===== src/rtl/hs_rr_arbiter.sv =====
// Round-robin arbiter sharing one valid/ready receive port among N bursting requesters.
// The port is locked to one owner per burst; released on valid drop or after MAX_BURST beats.
//
// state   | meaning
// IDLE    | no owner; pick the first valid requester at or after ptr
// GRANT   | owner routed to the downstream port; beats counted
// RELEASE | one dead cycle with the port undriven before the next grant
module hs_rr_arbiter #(
  parameter int N         = 4,
  parameter int DW        = 16,
  parameter int MAX_BURST = 16
) (
  input  logic            clk,
  input  logic            rst_n,
  input  logic [N-1:0]    req_valid,
  input  logic [N*DW-1:0] req_data,
  output logic [N-1:0]    req_ready,
  output logic            m_valid,
  output logic [DW-1:0]   m_data,
  input  logic            m_ready,
  output logic [N-1:0]    grant,
  output logic            busy
);

  localparam int PW = (N > 1) ? $clog2(N) : 1;
  localparam logic [7:0] CNT_LAST = 8'(MAX_BURST - 1);

  typedef enum logic [1:0] {
    IDLE    = 2'd0,
    GRANT   = 2'd1,
    RELEASE = 2'd2
  } state_t;

  state_t          state_q, state_d;
  logic [N-1:0]    grant_q, grant_d;
  logic [PW-1:0]   ptr_q, ptr_d;
  logic [7:0]      cnt_q, cnt_d;

  logic [PW-1:0]   owner;
  logic [N-1:0]    pick;
  logic            beat;

  always_comb begin
    owner = '0;
    for (int i = 0; i < N; i++) begin
      if (grant_q[i]) owner = PW'(i);
    end
  end

  // Search upward from ptr, wrapping modulo N; first valid bit wins.
  always_comb begin
    logic [PW-1:0] idx;
    logic          found;
    pick  = '0;
    idx   = '0;
    found = 1'b0;
    for (int k = 0; k < N; k++) begin
      idx = PW'((int'(ptr_q) + k) % N);
      if (!found && req_valid[idx]) begin
        pick[idx] = 1'b1;
        found     = 1'b1;
      end
    end
  end

  // Datapath is steered by the registered grant, so a zero grant yields zero outputs.
  always_comb begin
    m_data = '0;
    for (int i = 0; i < N; i++) begin
      m_data = m_data | (req_data[i*DW +: DW] & {DW{grant_q[i]}});
    end
  end

  assign m_valid   = |(req_valid & grant_q);
  assign req_ready = grant_q & {N{m_ready}};
  assign beat      = m_valid & m_ready;
  assign grant     = grant_q;
  assign busy      = (state_q == GRANT);

  always_comb begin
    state_d = state_q;
    grant_d = grant_q;
    ptr_d   = ptr_q;
    cnt_d   = cnt_q;
    case (state_q)
      IDLE: begin
        if (|req_valid) begin
          grant_d = pick;
          cnt_d   = '0;
          state_d = GRANT;
        end
      end
      GRANT: begin
        if (!m_valid || (beat && (cnt_q == CNT_LAST))) begin
          state_d = RELEASE;
          grant_d = '0;
          ptr_d   = PW'((int'(owner) + 1) % N);
        end
        if (beat) cnt_d = cnt_q + 8'd1;
      end
      RELEASE: begin
        state_d = IDLE;
      end
      default: begin
        state_d = IDLE;
        grant_d = '0;
      end
    endcase
  end

  always_ff @(posedge clk or negedge rst_n) begin
    if (!rst_n) begin
      state_q <= IDLE;
      grant_q <= '0;
      ptr_q   <= '0;
      cnt_q   <= '0;
    end else begin
      state_q <= state_d;
      grant_q <= grant_d;
      ptr_q   <= ptr_d;
      cnt_q   <= cnt_d;
    end
  end

endmodule


===== config.mk =====
export PLATFORM = sky130hd
export DESIGN_NAME = hs_rr_arbiter
export DESIGN_NICKNAME = d
export VERILOG_FILES = /design/src/rtl/hs_rr_arbiter.sv
export SDC_FILE = /design/constraint.sdc
export NUM_CORES = 1
export LEC_CHECK = 0
export CAP_MARGIN = 5
export CORE_MARGIN = 8
export CORE_UTILIZATION = 38
export CTS_CLUSTER_DIAMETER = 100
export DETAILED_ROUTE_END_ITERATION = 12
export GPL_ROUTABILITY_DRIVEN = 0
export GPL_TIMING_DRIVEN = 0
export PLACE_DENSITY = 0.88
export SYNTH_ARGS = -nofsm -noshare
export SYNTH_HDL_FRONTEND = slang
export SYNTH_SLANG_ARGS = --single-unit

===== constraint.sdc =====
create_clock -name clk -period 2.4 [get_ports clk]
set_input_delay 0.48 -clock clk [delete_from_list [all_inputs] [get_ports clk]]
set_output_delay 0.48 -clock clk [all_outputs]
set_load 0.02 [all_outputs]

## Word level (Yosys, flattened, before mapping)

Index checks and enable logic that the tools add are counted.

| word-level totals | value |
|---|---|
| word-level logic and storage cells | 93 |
| output and inout port bits | 26 |
| bits of input ports | 71 |
| flip-flop bits (word level) | 16 |

| operators by class | value |
|---|---|
| $lt $le $gt $ge | 8 |
| reductions and logical operators | 21 |
| muxes and demuxes | 35 |
| add/sub/neg operators | 5 |
| bitwise operators | 14 |
| equality and inequality tests | 6 |

Operator list:

| operator | number |
|---|---|
| $and 16x16->16 | 4 |
| $or 16x16->16 | 3 |
| $mux 4 | 6 |
| $mux 8 | 2 |
| $pmux 8 s2 | 1 |
| $lt 2x3->1 const B | 4 |
| $mux 1 | 12 |
| $or 4x4->4 | 3 |
| $pmux 4 s3 | 1 |
| $add 8x1->8 const B | 1 |
| $and 4x4->4 | 2 |
| $bmux 1 s2 | 4 |
| $demux 1 s2 | 4 |
| $eq 8x4->1 const B | 1 |
| $ge 2x1->1 const B | 4 |
| $logic_and 1x1->1 | 8 |
| $mux 2 | 4 |
| $reduce_or 4->1 | 2 |
| $reduce_and 3->1 | 2 |
| $add 2x1->2 const B | 2 |
| $add 2x2->2 const B | 2 |
| $logic_not 1->1 | 4 |
| $ne 2x1->1 const B | 2 |
| $pmux 2 s2 | 1 |
| 9 further kinds | 10 |

## Logic depth before layout (Yosys ltp)

Gate-level depths: netlist of the first run.

| logic depth | value |
|---|---|
| depth in word-level cells | 14 |
| gate-level depth with buffers | 9 |
| mapped depth without buffers | 7 |

## Worst setup path after synthesis of the first run

No wires, ideal clock.

| path | value |
|---|---|
| kind | reg-to-reg |
| start point | register ptr_q[0] |
| end point | register grant_q[2], in the netlist grant[2] |
| arrival | 1.912 ns |
| data required time | 2.270 ns |
| setup time | 0.130 ns |
| period minus slack after synthesis | 2.042 ns |
| path buffers | 2 |
| path slack | 0.358 ns |
| stages on the path, launching flop included | 10 |
| cells stage by stage | dfrtp_1 -> buf_2 -> inv_1 -> ha_1 -> clkbuf_1 -> mux4_2 -> nand2b_4 -> nor2_2 -> a221oi_2 -> o211ai_2 |

| between the ends | value |
|---|---|
| longest elaborated chain between the ends | 14 |
| elaborated cells between the ends (all ways) | 49 |
| classes of those cells | add/sub: 3; order compare: 8; mux: 25; bitwise: 3; reduce/logical: 10 |

Ends and longest elaborated chain:

| element | RTL line | text |
|---|---|---|
| start: declaration | 36 | `logic [PW-1:0] ptr_q, ptr_d;` |
| start signal: assignment | 120 | `ptr_q <= ptr_d;` |
| parallel branches: the longest is 11 deep, another holds $lt 2x3->1 | -- |  |
| $mux 4 (*) | 59 | `if (!found && req_valid[idx]) begin` |
| $mux 4 (*) | 87 | `if (\|req_valid) begin` |
| $pmux 4 s3 (*) | 85 | `case (state_q)` |
| end signal: assignment | 119 | `grant_q <= grant_d;` |
| end: declaration | 35 | `logic [N-1:0] grant_q, grant_d;` |

Mark *: on every way between the ends. The select of a mux whose other input is x is not followed.
A chain may end at the register's enable or synchronous reset.

## Final worst setup path of the first run

| path | value |
|---|---|
| start point | input req_valid[2] |
| end point | output m_valid |

| between the ends | value |
|---|---|
| longest elaborated chain between the ends | 2 |

Ends and longest elaborated chain:

| element | RTL line | text |
|---|---|---|
| start: declaration | 15 | `input logic [N-1:0] req_valid,` |
| $and 4x4->4 | 74 | `assign m_valid = \|(req_valid & grant_q);` |
| $reduce_or 4->1 | 74 |  |
| end: declaration | 18 | `output logic m_valid,` |

No other way between the ends.

==> flow_results.xml, run 1 <==
<?xml version="1.0" encoding="UTF-8"?>
<metrics>
  <group name="clock_network">
    <metric name="cts.path.max_buffers" unit="">2</metric>
    <metric name="tritoncts" unit="">yes</metric>
    <metric name="count_of_clock_tree_sinks" unit="">16</metric>
    <metric name="clk_latency" unit="ps">250</metric>
    <metric name="cts-buffers-inserted" unit="">3</metric>
    <metric name="cts-hold-fix-buffers" unit="">0</metric>
    <metric name="clock_tree_root" unit="">clkbuf_8</metric>
    <metric name="cts_htree_levels" unit="">1</metric>
    <metric name="path_clk_slew" unit="ps">70</metric>
  </group>
  <group name="logic_synthesis">
    <metric name="yosys-top-cells-area" unit="">dfrtp_1 (25%), a22oi_1 (16%), ha_1 (6.3%)</metric>
    <metric name="synth_ff_type" unit="">dfrtp_1</metric>
    <metric name="synth_area_per_cell" unit="um^2">8.29</metric>
    <metric name="synth.net_count" unit="">270</metric>
    <metric name="yosysUniqueCellTypes" unit="">44</metric>
    <metric name="synth_cells" unit="">191</metric>
    <metric name="yosys_warnings" unit="">0</metric>
    <metric name="synthesis.area" unit="um^2">1580</metric>
    <metric name="synth_top_area_share" unit="">0.253</metric>
    <metric name="synth_top_area_cell" unit="">dfrtp_1</metric>
    <metric name="ys_ff_latch" unit="">16</metric>
    <metric name="synth_edf_count" unit="">0</metric>
    <metric name="yosysSeqAreaShare" unit="">0.253</metric>
    <metric name="postSynth.asyncResetShare" unit="">1.00</metric>
  </group>
  <group name="layout">
    <metric name="layout.cells.non_filler" unit="">338</metric>
    <metric name="seq_area" unit="um^2">400</metric>
    <metric name="layout-drive-gt1-share" unit="">0.115</metric>
    <metric name="nets" unit="">368</metric>
    <metric name="final.fill_count" unit="">328</metric>
    <metric name="syn2layout_area_growth" unit="%">68.1</metric>
    <metric name="diodes" unit="">0</metric>
    <metric name="fin_util" unit="">0.665</metric>
    <metric name="multi_input_area" unit="um^2">1070</metric>
  </group>
  <group name="sta">
    <metric name="tightestPinTransition" unit="ps">742</metric>
    <metric name="finalHoldWorstSlack" unit="ps">528</metric>
    <metric name="final.setup_skew" unit="ps">2.04</metric>
    <metric name="slew_headroom" unit="">0.504</metric>
    <metric name="period_utilization_post_route" unit="">0.972</metric>
    <metric name="slew_violations" unit="">0</metric>
    <metric name="finalSetupTns" unit="ps">0</metric>
    <metric name="report.final.hold_viol_count" unit="">0</metric>
    <metric name="min_period" unit="ps">2330</metric>
    <metric name="unrepaired_setup_endpoints_after_global_routing" unit="">no</metric>
    <metric name="fmax" unit="GHz">0.429</metric>
    <metric name="setup_violations_final" unit="">0</metric>
  </group>
  <group name="critical_path">
    <metric name="timing.rr.start" unit="">ptr_q[0]$_DFFE_PN0P_</metric>
    <metric name="worstPathCellList" unit="">clkdlybuf4s50_1 -&gt; buf_4 -&gt; a22oi_2 -&gt; and2_4 -&gt; inv_1 -&gt; dlygate4sd2_1</metric>
    <metric name="timing.critical_path.buf_inv" unit="">4</metric>
    <metric name="endpoint_kind" unit="">output port</metric>
    <metric name="cp_slowest_stage_delay" unit="ps">420</metric>
    <metric name="worst_path_slowest_cell" unit="">clkdlybuf4s50_1</metric>
    <metric name="worst_setup_path_startpoint" unit="">req_valid[2]</metric>
    <metric name="critical_path.max_fanout" unit="">10</metric>
    <metric name="worst_r2r_endpoint" unit="">grant[2]$_DFFE_PN0P_</metric>
    <metric name="critPathRequiredTime" unit="ps">1920</metric>
    <metric name="timing.critical_path.depth" unit="">6</metric>
    <metric name="critical_path_arrival" unit="ps">1850</metric>
    <metric name="setup.reg_to_reg.worst_slack" unit="ps">240</metric>
    <metric name="endpoint" unit="">m_valid</metric>
    <metric name="critical_path.top_delay_family" unit="">buffers and inverters</metric>
    <metric name="worstRegToRegCells" unit="">8</metric>
    <metric name="timing.setup.critical_path_class" unit="">in2out</metric>
    <metric name="startpoint_type" unit="">primary input</metric>
  </group>
  <group name="place">
    <metric name="place.port_buffers" unit="">94</metric>
    <metric name="place_inst" unit="">335</metric>
    <metric name="dp_hpwl" unit="mm">4.78</metric>
  </group>
  <group name="global_route">
    <metric name="grt_max_degree" unit="">17</metric>
    <metric name="grt_pass1_vias" unit="">1804</metric>
    <metric name="globalRoute.totalOverflow" unit="">0</metric>
    <metric name="grt_antenna_before_repair" unit="">0</metric>
    <metric name="grt_first_pass_wirelength" unit="mm">9.29</metric>
    <metric name="grt_busiest_layer" unit="">met2</metric>
    <metric name="grt_use_total" unit="">0.177</metric>
    <metric name="grtUsageMet2" unit="">0.298</metric>
    <metric name="met3_usage" unit="">0.0301</metric>
    <metric name="grt.met1_usage" unit="">0.227</metric>
  </group>
  <group name="drt">
    <metric name="remaining_drc_errors" unit="">0</metric>
    <metric name="final_antenna_net_count" unit="">0</metric>
    <metric name="drt_first_pass_iters" unit="">4</metric>
    <metric name="dr_total_vias" unit="">1835</metric>
    <metric name="routed_via_density" unit="">5.43</metric>
    <metric name="drt-initial-drc-count" unit="">106</metric>
    <metric name="postRouteWirelength" unit="mm">6.03</metric>
    <metric name="route.detailed.wl_per_inst" unit="um">17.8</metric>
  </group>
  <group name="min_path">
    <metric name="hold_path_class" unit="">reg2reg</metric>
    <metric name="worstHoldStart" unit="">cnt_q[1]$_DFFE_PN0P_</metric>
  </group>
  <group name="outcome">
    <metric name="status" unit="">finished clean</metric>
  </group>
  <group name="floorplanning">
    <metric name="starting_density_of_the_core" unit="">0.396</metric>
    <metric name="dieArea" unit="um^2">6490</metric>
    <metric name="fp.dieH" unit="um">80.5</metric>
    <metric name="core_region_area" unit="um^2">4000</metric>
    <metric name="row_count" unit="">23</metric>
    <metric name="design.portCount" unit="">97</metric>
    <metric name="die_x" unit="um">80.5</metric>
  </group>
  <group name="power">
    <metric name="ir_drop" unit="V">0.000546</metric>
    <metric name="power.density" unit="nW/um^2">1060</metric>
    <metric name="power.total" unit="mW">2.81</metric>
    <metric name="power.static_leakage" unit="nW">1.18</metric>
  </group>
  <group name="job">
    <metric name="maxCapViolCount" unit="">0</metric>
  </group>
</metrics>
-- sequential cells by signal, indices dropped and copies added, names as in the netlist --
| signal | count |
|---|---|
| state_q | 2 |
| ptr_q | 2 |
| grant | 4 |
| cnt_q | 8 |
-- area by class of cell --
cell class              count  area share
plain buffers              16      0.0362
clock buffers               4      0.0207
flip-flops and latches     16       0.151
inverters                   8      0.0113
well taps                  50      0.0235
repair buffers             94       0.356
multi-input cells         150       0.402
-- synthesized netlist by cell type, drive strengths merged, types with 5 or more instances --
library cell / n
nand2: 23
a22oi: 34
inv: 8
ha: 8
xor2: 6
nor3: 5
nand4: 5
nor2: 8
o21ai: 8
nand3: 12
dfrtp: 16
buf: 9
and2: 5
clkbuf: 8
-- worst min-delay path by stage --
stage	end	slack [ps]	cells after the start
6_report	cnt_q[1]$_DFFE_PN0P_	530	1
4_1_cts	cnt_q[1]$_DFFE_PN0P_	540	1
5_1_grt	cnt_q[1]$_DFFE_PN0P_	560	1
2_1_floorplan	cnt_q[0]$_DFFE_PN0P_	180	0
3_3_place_gp	cnt_q[1]$_DFFE_PN0P_	510	1
3_5_place_dp	cnt_q[1]$_DFFE_PN0P_	520	1
-- stage by stage --
step | area [um^2] | setup WS, ps
6_report | 2660 | 66.5
4_1_cts | 2650 | 31.7
2_1_floorplan | 1580 | 358
3_3_place_gp | 2590 | -222
3_5_place_dp | 2590 | -260
5_1_grt | 2660 | 3.69
-- per-layer routing --
metal  part of all wire  vias to the layer above  wire length (um)
li1                   -                      901                 -
met2               0.47                       89              2840
met4             0.0086                        0                52
met5                  0                        -                 0
met3              0.085                        6               514
met1               0.43                      839              2620
-- timing repair --
action / 4_1_cts / 5_1_grt
setup buffers: 0 / 0
gates resized for setup: 7 / 9
hold endpoints to repair: 0 / 0
pin swaps: 0 / 1
setup endpoints to repair: 10 / 19
-- cells in the final DEF (no fill, tap or decap), drive strengths merged, types with 3 or more instances in the layout --
master,count
dlymetal6s2s,3
and3,3
ha,8
nor2,8
nand3,12
and2,5
nor3b,3
nor3,5
clkdlybuf4s50,90
o21ai,8
inv,8
nand2,23
a21oi,3
buf,9
a22oi,34
mux2i,3
dfrtp,16
xor2,6
o2111ai,3
clkbuf,11
nand4,5
-- power breakdown --
group	total (mW)	switching (mW)	internal, mW	leakage (nW)
sequential	0.423	0.0841	0.339	0.213
combinational	2.14	1.16	0.982	0.941
clock	0.247	0.101	0.146	0.0288
total	2.81	1.34	1.47	1.18
-- logic make-up (layout without fill, tap and decap cells) --
| family | Yosys count | count (layout) | share of synthesized area |
|---|---|---|---|
| buf+inv | 25 | 122 | 0.0751 |
| fa+ha+maj | 8 | 8 | 0.0632 |
| compound gates | 56 | 56 | 0.264 |
| flops | 16 | 16 | 0.253 |
| mux | 7 | 7 | 0.0617 |
| xor+xnor | 6 | 6 | 0.0332 |
| simple gates | 73 | 73 | 0.250 |
Power figures use the tool's default switching activity.
==> run 2: changes to the inputs <==
- SKIP_CTS_REPAIR_TIMING: default -> 1
==> flow_results.xml, run 2 (synthesized netlist as in run 1, its figures left out) <==
<?xml version="1.0" encoding="UTF-8"?>
<metrics>
  <group name="outcome">
    <metric name="status" unit="">finished clean</metric>
  </group>
  <group name="min_path">
    <metric name="hold_path_class" unit="">reg2reg</metric>
  </group>
  <group name="critical_path">
    <metric name="critical_path_arrival" unit="ps">1840</metric>
    <metric name="critical_path.top_delay_family" unit="">buffers and inverters</metric>
    <metric name="startpoint_type" unit="">flop</metric>
    <metric name="endpoint_kind" unit="">output port</metric>
    <metric name="timing.critical_path.buf_inv" unit="">3</metric>
    <metric name="crit_path_frequent_cell" unit="">clkbuf_4</metric>
    <metric name="critical_path.max_fanout" unit="">10</metric>
    <metric name="worst_path_slowest_cell" unit="">clkdlybuf4s50_1</metric>
    <metric name="cp_slowest_stage_delay" unit="ps">540</metric>
    <metric name="timing.setup.critical_path_class" unit="">reg2out</metric>
    <metric name="worstPathCellList" unit="">clkbuf_4 -&gt; clkbuf_4 -&gt; a22oi_1 -&gt; nand2_1 -&gt; clkdlybuf4s50_1</metric>
    <metric name="critPathRequiredTime" unit="ps">1920</metric>
  </group>
  <group name="global_route">
    <metric name="grt_antenna_before_repair" unit="">0</metric>
    <metric name="globalRoute.totalOverflow" unit="">0</metric>
    <metric name="grt_use_total" unit="">0.175</metric>
    <metric name="grt_first_pass_wirelength" unit="mm">9.19</metric>
    <metric name="grt_max_degree" unit="">17</metric>
    <metric name="grt_pass1_vias" unit="">1786</metric>
  </group>
  <group name="layout">
    <metric name="nets" unit="">368</metric>
    <metric name="syn2layout_area_growth" unit="%">68.6</metric>
    <metric name="fin_util" unit="">0.667</metric>
    <metric name="final.fill_count" unit="">325</metric>
    <metric name="diodes" unit="">0</metric>
    <metric name="regMostFlops" unit="">cnt_q</metric>
    <metric name="layout-drive-gt1-share" unit="">0.115</metric>
    <metric name="mostFrequentLayoutCells" unit="">clkdlybuf4s50_1 (89), a22oi_1 (33), nand2_1 (23)</metric>
    <metric name="largest_register_ffs" unit="">8</metric>
    <metric name="layout.cells.most_common" unit="">clkdlybuf4s50_1</metric>
  </group>
  <group name="clock_network">
    <metric name="cts_htree_levels" unit="">1</metric>
    <metric name="cts.path.max_buffers" unit="">2</metric>
    <metric name="clk_latency" unit="ps">250</metric>
    <metric name="path_clk_slew" unit="ps">70</metric>
    <metric name="cts-buffers-inserted" unit="">3</metric>
    <metric name="tritoncts" unit="">yes</metric>
    <metric name="clock_tree_root" unit="">clkbuf_8</metric>
    <metric name="count_of_clock_tree_sinks" unit="">16</metric>
  </group>
  <group name="floorplanning">
    <metric name="starting_density_of_the_core" unit="">0.396</metric>
    <metric name="dieArea" unit="um^2">6490</metric>
    <metric name="design.portCount" unit="">97</metric>
    <metric name="core_region_area" unit="um^2">4000</metric>
    <metric name="fp.dieH" unit="um">80.5</metric>
    <metric name="die_x" unit="um">80.5</metric>
    <metric name="row_count" unit="">23</metric>
  </group>
  <group name="power">
    <metric name="power.total" unit="mW">2.83</metric>
    <metric name="power.static_leakage" unit="nW">1.21</metric>
    <metric name="ir_drop" unit="V">0.000545</metric>
    <metric name="power.density" unit="nW/um^2">1060</metric>
  </group>
  <group name="sta">
    <metric name="final.setup_skew" unit="ps">2.33</metric>
    <metric name="min_period" unit="ps">2320</metric>
    <metric name="finalSetupTns" unit="ps">0</metric>
    <metric name="unrepaired_setup_endpoints_after_global_routing" unit="">no</metric>
    <metric name="period_utilization_post_route" unit="">0.966</metric>
    <metric name="report.final.hold_viol_count" unit="">0</metric>
    <metric name="slew_violations" unit="">0</metric>
    <metric name="tightestPinTransition" unit="ps">779</metric>
    <metric name="finalHoldWorstSlack" unit="ps">529</metric>
    <metric name="setup_violations_final" unit="">0</metric>
    <metric name="setup_slack" unit="ps">82.3</metric>
    <metric name="fmax" unit="GHz">0.431</metric>
    <metric name="slew_headroom" unit="">0.479</metric>
  </group>
  <group name="drt">
    <metric name="remaining_drc_errors" unit="">0</metric>
    <metric name="route.detailed.wl_per_inst" unit="um">18.0</metric>
    <metric name="drt-initial-drc-count" unit="">111</metric>
    <metric name="routed_via_density" unit="">5.43</metric>
    <metric name="final_antenna_net_count" unit="">0</metric>
    <metric name="postRouteWirelength" unit="mm">6.09</metric>
    <metric name="dr_total_vias" unit="">1837</metric>
    <metric name="drt_first_pass_iters" unit="">4</metric>
  </group>
  <group name="place">
    <metric name="place_worst_setup_slack" unit="ps">-260</metric>
    <metric name="place.port_buffers" unit="">94</metric>
    <metric name="dp_hpwl" unit="mm">4.78</metric>
  </group>
  <group name="job">
    <metric name="maxCapViolCount" unit="">0</metric>
  </group>
</metrics>
[run 2: changes by cell type in the layout (fill, tap and decap cells not counted)]
cell | before | now
clkdlybuf4s50_1 | 90 | 89
dlygate4sd2_1 | 1 | 0
clkbuf_4 | 0 | 2
buf_2 | 5 | 4
dlymetal6s2s_1 | 3 | 5
buf_4 | 2 | 1
[run 2: worst paths after layout]
| path | from | end | slack (ps) | cells after the start |
|---|---|---|---|---|
| min in group asynchronous | rst_n | cnt_q[3]$_DFFE_PN0P_ | 680 | 1 |
| hold / removal | cnt_q[1]$_DFFE_PN0P_ | cnt_q[1]$_DFFE_PN0P_ | 530 | 1 |
| max in group asynchronous | rst_n | cnt_q[5]$_DFFE_PN0P_ | 1230 | 1 |
| hold reg to reg | cnt_q[1]$_DFFE_PN0P_ | cnt_q[1]$_DFFE_PN0P_ | 530 | 1 |
| setup / recovery | grant[0]$_DFFE_PN0P_ | m_data[13] | 80 | 5 |
| setup reg to reg | ptr_q[0]$_DFFE_PN0P_ | grant[2]$_DFFE_PN0P_ | 240 | 8 |
[run 2: metal layers]
layer | up-vias | wire length (um) | GRT usage
met4 | 0 | 38 | 0.0327
met2 | 83 | 2880 | 0.297
met1 | 843 | 2660 | 0.227
met5 | - | 0 | 0
li1 | 904 | - | -
met3 | 7 | 505 | 0.0290
[run 2: stage by stage]
stage          area [um^2]  cells
2_1_floorplan         1580    191
3_3_place_gp          2590    335
3_5_place_dp          2590    335
4_1_cts               2640    339
5_1_grt               2670    338
6_report              2670    338
[run 2: power breakdown]
part | internal [mW] | leakage, nW | switching (mW)
Clock | 0.146 | 0.0288 | 0.103
Combinational | 0.988 | 0.966 | 1.17
Sequential | 0.339 | 0.213 | 0.0847
[run 2: final cells by class]
type | instances | area [um^2] | area share
clock buffers | 4 | 55.1 | 0.0206
multi-input cells | 150 | 1070 | 0.400
plain buffers | 16 | 98.8 | 0.0370
well taps | 50 | 62.6 | 0.0234
inverters | 8 | 30.0 | 0.0113
flip-flops and latches | 16 | 400 | 0.150
repair buffers | 94 | 953 | 0.357
[run 2: worst register-to-register path: cells and delay by family (launching register included)]
family                   cells  cell delay (ps)
AO/OA/AOI/OAI                2              300
adder cells (fa/ha/maj)      1              450
buffers and inverters        2              360
flip-flops                   1              400
multiplexers                 1              380
AND/OR/NAND/NOR              2              150
==> run 3: changes to the inputs <==
--- a/config.mk
+++ b/config.mk
@@ -9,3 +9,3 @@
 export CORE_MARGIN = 8
-export CORE_UTILIZATION = 38
+export CORE_UTILIZATION = 34
 export CTS_CLUSTER_DIAMETER = 100
@@ -14,3 +14,3 @@
 export GPL_TIMING_DRIVEN = 0
-export PLACE_DENSITY = 0.88
+export PLACE_DENSITY = 0.84
 export SKIP_CTS_REPAIR_TIMING = 1
==> constraint.sdc (replaced) <==
create_clock -name clk -period 2.1 [get_ports clk]
set_input_delay 0.42 -clock clk [delete_from_list [all_inputs] [get_ports clk]]
set_output_delay 0.42 -clock clk [all_outputs]
set_load 0.05 [all_outputs]
==> flow_results.xml, run 3 (synthesized netlist as in run 1, its figures left out) <==
<?xml version="1.0" encoding="UTF-8"?>
<metrics>
  <group name="outcome">
    <metric name="status" unit="">finished clean</metric>
  </group>
  <group name="sta">
    <metric name="fmax" unit="GHz">0.488</metric>
    <metric name="final.setup_skew" unit="ps">3.98</metric>
    <metric name="slew_violations" unit="">0</metric>
    <metric name="finalHoldWorstSlack" unit="ps">530</metric>
    <metric name="report.final.hold_viol_count" unit="">0</metric>
    <metric name="tightestPinTransition" unit="ps">727</metric>
    <metric name="period_utilization_post_route" unit="">0.976</metric>
    <metric name="setup_violations_final" unit="">0</metric>
    <metric name="unrepaired_setup_endpoints_after_global_routing" unit="">no</metric>
    <metric name="min_period" unit="ps">2050</metric>
    <metric name="slew_headroom" unit="">0.514</metric>
  </group>
  <group name="place">
    <metric name="place_inst" unit="">339</metric>
    <metric name="dp_hpwl" unit="mm">4.84</metric>
    <metric name="place.port_buffers" unit="">94</metric>
    <metric name="placed_cell_area" unit="um^2">2590</metric>
  </group>
  <group name="global_route">
    <metric name="grt_first_pass_wirelength" unit="mm">9.41</metric>
    <metric name="grt_pass1_vias" unit="">1780</metric>
    <metric name="globalRoute.totalOverflow" unit="">0</metric>
    <metric name="grt_max_degree" unit="">17</metric>
    <metric name="grt_antenna_before_repair" unit="">0</metric>
    <metric name="grt_use_total" unit="">0.159</metric>
  </group>
  <group name="drt">
    <metric name="remaining_drc_errors" unit="">0</metric>
    <metric name="final_antenna_net_count" unit="">0</metric>
    <metric name="routed_via_density" unit="">5.40</metric>
    <metric name="drt-initial-drc-count" unit="">85</metric>
    <metric name="dr_total_vias" unit="">1846</metric>
    <metric name="route.detailed.wl_per_inst" unit="um">17.4</metric>
    <metric name="postRouteWirelength" unit="mm">5.94</metric>
    <metric name="drt_first_pass_iters" unit="">5</metric>
  </group>
  <group name="power">
    <metric name="power.density" unit="nW/um^2">1420</metric>
    <metric name="power.total" unit="mW">3.74</metric>
    <metric name="internal-power" unit="mW">1.52</metric>
    <metric name="share_seq_of_total_power" unit="">0.128</metric>
    <metric name="sw_frac_of_total" unit="">0.593</metric>
    <metric name="ir_drop" unit="V">0.000479</metric>
    <metric name="power.static_leakage" unit="nW">1.28</metric>
    <metric name="clock_power_share" unit="">0.064</metric>
    <metric name="switchingPower" unit="mW">2.22</metric>
    <metric name="combPwrFrac" unit="">0.808</metric>
  </group>
  <group name="critical_path">
    <metric name="cp_slowest_stage_delay" unit="ps">440</metric>
    <metric name="timing.setup.critical_path_class" unit="">in2out</metric>
    <metric name="critPathRequiredTime" unit="ps">1680</metric>
    <metric name="critical_path.top_delay_family" unit="">buffers and inverters</metric>
    <metric name="endpoint_kind" unit="">output port</metric>
    <metric name="worstPathCellList" unit="">clkdlybuf4s50_1 -&gt; buf_6 -&gt; a22oi_2 -&gt; and2_4 -&gt; inv_1 -&gt; buf_4</metric>
    <metric name="worst_path_slowest_cell" unit="">clkdlybuf4s50_1</metric>
    <metric name="critical_path.max_fanout" unit="">10</metric>
    <metric name="timing.critical_path.buf_inv" unit="">4</metric>
    <metric name="critical_path_arrival" unit="ps">1630</metric>
    <metric name="startpoint_type" unit="">primary input</metric>
  </group>
  <group name="clock_network">
    <metric name="clock_tree_root" unit="">clkbuf_8</metric>
    <metric name="cts_htree_levels" unit="">1</metric>
    <metric name="clk_latency" unit="ps">260</metric>
    <metric name="count_of_clock_tree_sinks" unit="">16</metric>
    <metric name="path_clk_slew" unit="ps">60</metric>
    <metric name="cts.path.max_buffers" unit="">2</metric>
    <metric name="tritoncts" unit="">yes</metric>
    <metric name="cts-buffers-inserted" unit="">3</metric>
  </group>
  <group name="layout">
    <metric name="nets" unit="">369</metric>
    <metric name="largest_register_ffs" unit="">8</metric>
    <metric name="layout.cells.most_common" unit="">clkdlybuf4s50_1</metric>
    <metric name="syn2layout_area_growth" unit="%">66.0</metric>
    <metric name="diodes" unit="">0</metric>
    <metric name="regMostFlops" unit="">cnt_q</metric>
    <metric name="layout.cell_area.non_filler" unit="um^2">2630</metric>
    <metric name="mostFrequentLayoutCells" unit="">clkdlybuf4s50_1 (72), a22oi_1 (33), nand2_1 (23)</metric>
    <metric name="layout.cells.non_filler" unit="">342</metric>
    <metric name="layout-drive-gt1-share" unit="">0.160</metric>
    <metric name="fin_util" unit="">0.571</metric>
  </group>
  <group name="floorplanning">
    <metric name="fp.dieH" unit="um">84.2</metric>
    <metric name="starting_density_of_the_core" unit="">0.344</metric>
    <metric name="core_region_area" unit="um^2">4600</metric>
    <metric name="design.portCount" unit="">97</metric>
    <metric name="row_count" unit="">25</metric>
    <metric name="die_x" unit="um">84.2</metric>
    <metric name="dieArea" unit="um^2">7090</metric>
  </group>
  <group name="min_path">
    <metric name="hold_path_class" unit="">reg2reg</metric>
  </group>
  <group name="job">
    <metric name="maxCapViolCount" unit="">0</metric>
  </group>
</metrics>
## run 3: cell types whose count changed in the layout (fill, tap and decap cells not counted), sizes merged
| cell | change |
|---|---|
| clkdlybuf4s50 | -17 |
| clkbuf | +11 |
| dlymetal6s2s | +4 |
| buf | +2 |
## run 3: path summary, 6_finish.rpt
check | from | endpoint | slack [ps] | cells after the start
max | req_valid[2] | m_valid | 50 | 6
min | cnt_q[1]$_DFFE_PN0P_ | cnt_q[1]$_DFFE_PN0P_ | 530 | 1
max reg2reg | ptr_q[0]$_DFFE_PN0P_ | grant[2]$_DFFE_PN0P_ | 100 | 8
min reg2reg | cnt_q[1]$_DFFE_PN0P_ | cnt_q[1]$_DFFE_PN0P_ | 530 | 1
max in group asynchronous | rst_n | cnt_q[3]$_DFFE_PN0P_ | 1050 | 1
min in group asynchronous | rst_n | state_q[1]$_DFFE_PN0P_ | 600 | 1
## run 3: metal layers
metal,GRT usage,vias to the layer above,part of all wire
met5,0,-,0
met4,0.0487,0,0.011
met3,0.0329,5,0.067
met2,0.258,77,0.47
met1,0.205,858,0.45
li1,-,906,-
## run 3: area by class of cell
class / instances / area [um^2]
tap: 54 / 67.6
sequential: 16 / 400
clock buffer: 3 / 41.3
inverter: 8 / 30.0
timing repair buffer: 95 / 908
buffer: 16 / 98.8
fill: 427 / 1970
multi-input combinational: 150 / 1080
## run 3: stage by stage
| step | setup slack, ps | TNS (ps) |
|---|---|---|
| 5_1_grt | 1.35 | 0 |
| 3_5_place_dp | -590 | -6670 |
| 6_report | 50.4 | 0 |
| 4_1_cts | -662 | -11240 |
| 2_1_floorplan | 55.3 | 0 |
| 3_3_place_gp | -573 | -5850 |
## run 3: power by group through the flow
stage               Combinational, mW  Clock (mW)  Sequential [mW]
finish                           3.02       0.239            0.480
detailed placement               3.12           0            0.485
floorplan                        2.02           0            0.579
global route                     3.23       0.253            0.494
CTS                              3.12       0.245            0.480
global placement                 3.08           0            0.477
==> patch 1 (flow settings as in run 2) <==
Set the parameter `N` to 8 (it was 4).
--- a/src/rtl/hs_rr_arbiter.sv
+++ b/src/rtl/hs_rr_arbiter.sv
@@ -6,7 +6,7 @@
 // GRANT   | owner routed to the downstream port; beats counted
 // RELEASE | one dead cycle with the port undriven before the next grant
 module hs_rr_arbiter #(
-  parameter int N         = 4,
+  parameter int N         = 8,
   parameter int DW        = 16,
   parameter int MAX_BURST = 16
 ) (
Ports: changed (resized grant, req_data, req_ready and req_valid); port bits go from 97 to 173. No check against the original RTL was run, so the function may have changed too.
==> patch 1 against run 2 <==
Sequential cell count up 5. Wire length up 140%. Synthesized area up 75%. Total power up 100%. Final cell count up 81%. The flow now finishes with violations (negative setup slack). Utilization up 5.7 points. Final area up 94%. Setup slack worse by 0.45 ns. Count of clock-buffer cells in the layout unchanged. First-iteration DRC count rose to 3.7 times the old value. Sequential power up 25%. Highest routed layer unchanged.
==> patch 1: results (changes against run 2) <==
- The setup TNS is -2.528 ns (-2.528 ns).
- The maximum fanout along the worst path was 9 (-1).
- The final-layout fill cell count came to 505 (+55%).
- The worst setup slack after layout is -0.3664 ns (-0.4487 ns).
- The cell internal power dissipation was 2.835 mW (+92%).
- The vias after detailed routing is 3,851 (+110%).
- The met3 routed wirelength was 1300 µm (+160%).
- The combined global-route utilization of all metal layers is 24.80% (+7.3 points).
- The number of DRC violations after detailed-routing iteration 0 came to 406 (+270%).
- The met1 routing resource usage after global routing is 29.36% (+6.7 points).
- The flow ran to the end, but the final reports show violations.
- By area the synthesized netlist is led by sky130_fd_sc_hd__dfrtp_1, sky130_fd_sc_hd__a22oi_1, sky130_fd_sc_hd__mux4_2, sky130_fd_sc_hd__nand4_1, sky130_fd_sc_hd__ha_1.
- The minimum setup slack after placement is -0.6411 ns (-0.3813 ns).
- The cell count after placement is 589 (+76%).
- The setup clock skew after layout is 0.004934 ns (+0.002606 ns).
- The half-perimeter wire length after placement was 10,790 µm (+130%).
- The combinational fraction of design power is 86.6% (+10 points).
- The slowest stage of the critical path is the sky130_fd_sc_hd__mux4_2 cell.
- The met1 layer wirelength in the final routing came to 5110 µm (+92%).
- The maximum number of pins on one net before global-route repair is 22 (+5).
- The biggest cell delay along the critical path was 0.62 ns (+0.08 ns).
- In this run the worst setup path terminates at grant[1].
- The checks that failed: negative setup slack.
- The unique cell type count in the Yosys netlist is 50 (+14%).
- The share of post-route cells with drive strength above 1 is 21.25% (+9.8 points).
- The via count of the first global-routing pass is 3,728 (+110%).
- The reg-to-reg setup timing slack is -0.34 ns (-0.58 ns).
- The synthesized area per cell is 8.645 µm² (+4.3%).
- The arrival time at the worst endpoint came to 2.92 ns (+1.08 ns).
- The worst hold slack after final layout is 0.5333 ns (+0.003857 ns).
- The met3 routing resource usage after global routing was 4.948% (+2.0 points).
- The end of the worst register-to-register path is grant[4].
- The met2 demand-to-capacity share in global routing is 43.93% (+14 points).
- The peak supply drop is 0.6408 mV (+18%).
- The leakage power total is 2.279 nW (+89%).
- The number of buffers inserted by port buffering was 170 (+81%).
- The start point of the worst min-delay path is cnt_q[0].
- The number of endpoints failing setup at the final stage is 8 (+8).
- The number of cell instances on the worst register-to-register path was 11 (+3).
- The non-filler instance count after layout is 612 (+81%).
- The sequential-to-total area share from yosys stat is 19.00% (-6.3 points).
- The total number of nets in the final design is 661 (+80%).
- The number of iterations in the first detailed-routing pass was 5 (+1).
- The wire length after detailed routing is 14,510 µm (+140%).
- In this run the worst setup path begins at req_valid[5].
- The detailed route wirelength on metal2 is 7483 µm (+160%).
- The cell family with the largest share of critical-path delay is multiplexers.
- Counting instances in the post-synthesis netlist gives the leading cell types as sky130_fd_sc_hd__a22oi_1, sky130_fd_sc_hd__nand4_1, sky130_fd_sc_hd__dfrtp_1, sky130_fd_sc_hd__nand2_1, sky130_fd_sc_hd__clkbuf_1.
==> patch 1: cell families (layout without fill, tap and decap cells) <==
kind of cell    Yosys count  in the layout  synth area share (%)
compound gates          113            113                 31.16
mux                      24             24                 15.51
xor+xnor                 10             10                 3.166
flops                    21             21                 19.00
fa+ha+maj                 8              8                 3.618
simple gates            104            104                 20.90
buf+inv                  40            233                 6.648
==> patch 1: power by group through the flow <==
stage | Sequential [mW] | Clock, mW | Combinational, mW
detailed placement | 0.529 | 0 | 3.83
CTS | 0.523 | 0.227 | 3.85
finish | 0.532 | 0.225 | 4.91
global route | 0.537 | 0.244 | 5.18
global placement | 0.526 | 0 | 3.74
floorplan | 0.537 | 0 | 2.58
==> patch 1: cell type report <==
type	instances	area share, %
Timing Repair Buffer	190	37.90
Sequential cell	21	10.20
Multi-Input combinational cell	259	43.64
Inverter	12	1.211
Buffer	27	3.778
Tap cell	99	2.398
Clock buffer	4	0.8719
==> patch 2 (settings of run 2) <==
Made on the original files. Encoding of `state_t`: now one-hot (3 bits for 3 states).
--- a/src/rtl/hs_rr_arbiter.sv
+++ b/src/rtl/hs_rr_arbiter.sv
@@ -25,10 +25,10 @@
   localparam int PW = (N > 1) ? $clog2(N) : 1;
   localparam logic [7:0] CNT_LAST = 8'(MAX_BURST - 1);
 
-  typedef enum logic [1:0] {
-    IDLE    = 2'd0,
-    GRANT   = 2'd1,
-    RELEASE = 2'd2
+  typedef enum logic [2:0] {
+    IDLE    = 3'b001,
+    GRANT   = 3'b010,
+    RELEASE = 3'b100
   } state_t;
 
   state_t          state_q, state_d;
Behaviour: no difference found for any inputs over 4 cycles, from zero or initial values and one cycle with rst_n low; so few cycles prove little.
==> patch 2 against run 2 <==
Via count is 9.8% higher. Final area is 4.1% higher. Total power is 2.8% lower. Setup slack better by 0.018 ns. First-iteration DRC count is 9.9% lower. Wire length is 9.1% higher. Synthesized area is 5.5% higher. Clock power is 11% lower. Sequential cell count is 1 higher. Synthesized cell count is 7.3% higher. Global-route usage is 0.50 points higher.
==> patch 2: results (changes against run 2) <==
- The start point of the worst min-delay path is cnt_q[7].
- The count of inverters not on the clock network in the layout is 7 (-1).
- The adder-cell share of the synthesized area came to 5.993% (-0.33 points).
- The non-clock buffer area fraction after layout is 37.46% (-2.0 points).
- Sorting the synthesized cells by how often they occur yields sky130_fd_sc_hd__a22oi_1, sky130_fd_sc_hd__nand2_1, sky130_fd_sc_hd__dfrtp_1.
- The slew of the pin with the lowest slew margin is 0.7646 ns (-0.01461 ns).
- The most critical setup path has its endpoint at req_ready[0].
- The compound-cell area share of the yosys netlist was 32.58% (+6.2 points).
- The maximum number of pins on one net before global-route repair is 18 (+1).
- The number of placement rows is 24 (+4.3%).
- The wire length after detailed routing is 6643 µm (+9.1%).
- The via count of the first global-routing pass is 1,949 (+9.1%).
- The worst min-delay path endpoint is cnt_q[7].
- The post-detailed-placement cell area is 2666 µm² (+3.1%).
- The arrival time at the worst endpoint came to 1.82 ns (-0.02 ns).
- The number of register bits inferred by synthesis is 17 (+1).
- The leakage power total was 1.346 nW (+11%).
- The area share of xor/xnor cells in the synthesized design is 1.573% (-1.7 points).
- The clock-pin slew reported for the worst setup and hold paths after clock tree synthesis was 0.07 ns (about the same).
- The residual DRC count is 0 (unchanged).
- The area growth from synthesis to layout is 66.37%.
- The unique cell type count in the Yosys netlist was 54 (+23%).
- The area taken by flip-flops and latches is 429.2 µm² (+7.2%).
- By area the synthesized netlist is led by sky130_fd_sc_hd__dfrtp_1, sky130_fd_sc_hd__a22oi_1, sky130_fd_sc_hd__nand2_1, sky130_fd_sc_hd__ha_1, sky130_fd_sc_hd__a21oi_1.
- The share of post-route cells with drive strength above 1 is 11.96% (+0.50 points).
- The number of DRC violations after detailed-routing iteration 0 is 100 (-9.9%).
- The area of combinational cells with multiple inputs is 1172 µm² (+9.7%).
- The vias after detailed routing came to 2,017 (+9.8%).
- The reg-to-reg setup timing slack came to 0.14 ns (-0.10 ns).
- The number of non-clock buffers is 106 (-3.6%).
- The worst hold slack after final layout is 0.5641 ns (+0.03469 ns).
- The combined global-route utilization of all metal layers was 18.03% (+0.50 points).
- The final-layout fill cell count was 357 (+9.8%).
- The number of clock-tree buffers in the layout is 4 (unchanged).
- The peak supply drop is 0.3484 mV (-36%).
- The first-pass GRT wire length is 9708 µm (+5.6%).
- The total number of nets in the final design is 381 (+3.5%).
- The post-synthesis net count is 284 (+5.2%).
- The flow ran to the end, and the final reports show no timing, DRC or antenna violations.
- The number of buffers inserted by port buffering is 93 (-1.1%).
- The number of cells on the worst hold path is 2 (+1).
## patch 2: critical path: stages, from the launching register on
cell and delay (ns):
sky130_fd_sc_hd__dfrtp_1 0.35, sky130_fd_sc_hd__buf_2 0.23, sky130_fd_sc_hd__clkbuf_4 0.25, sky130_fd_sc_hd__and2_1 0.14, sky130_fd_sc_hd__clkdlybuf4s50_1 0.60
## patch 2: per-stage QoR
step                cells  worst slack [ns]
floorplan             205            0.2505
global placement      350           -0.3376
detailed placement    350           -0.3275
CTS                   354           -0.4155
global route          353          0.007383
finish                353            0.1001
## patch 2: where the power goes
part / switching [mW] / internal, mW
logic: 1.12 / 0.944
clock network: 0.103 / 0.118
registers: 0.0956 / 0.364
total: 1.32 / 1.43
## patch 2: per-layer routing
layer  track usage [%]  part of all wire, %  up-vias
li1                  -                    -      971
met1             22.24                   41      955
met2             31.32                   49       82
met3             3.355                  8.7        9
met4             4.561                  1.3        0
met5                 0                    0        -
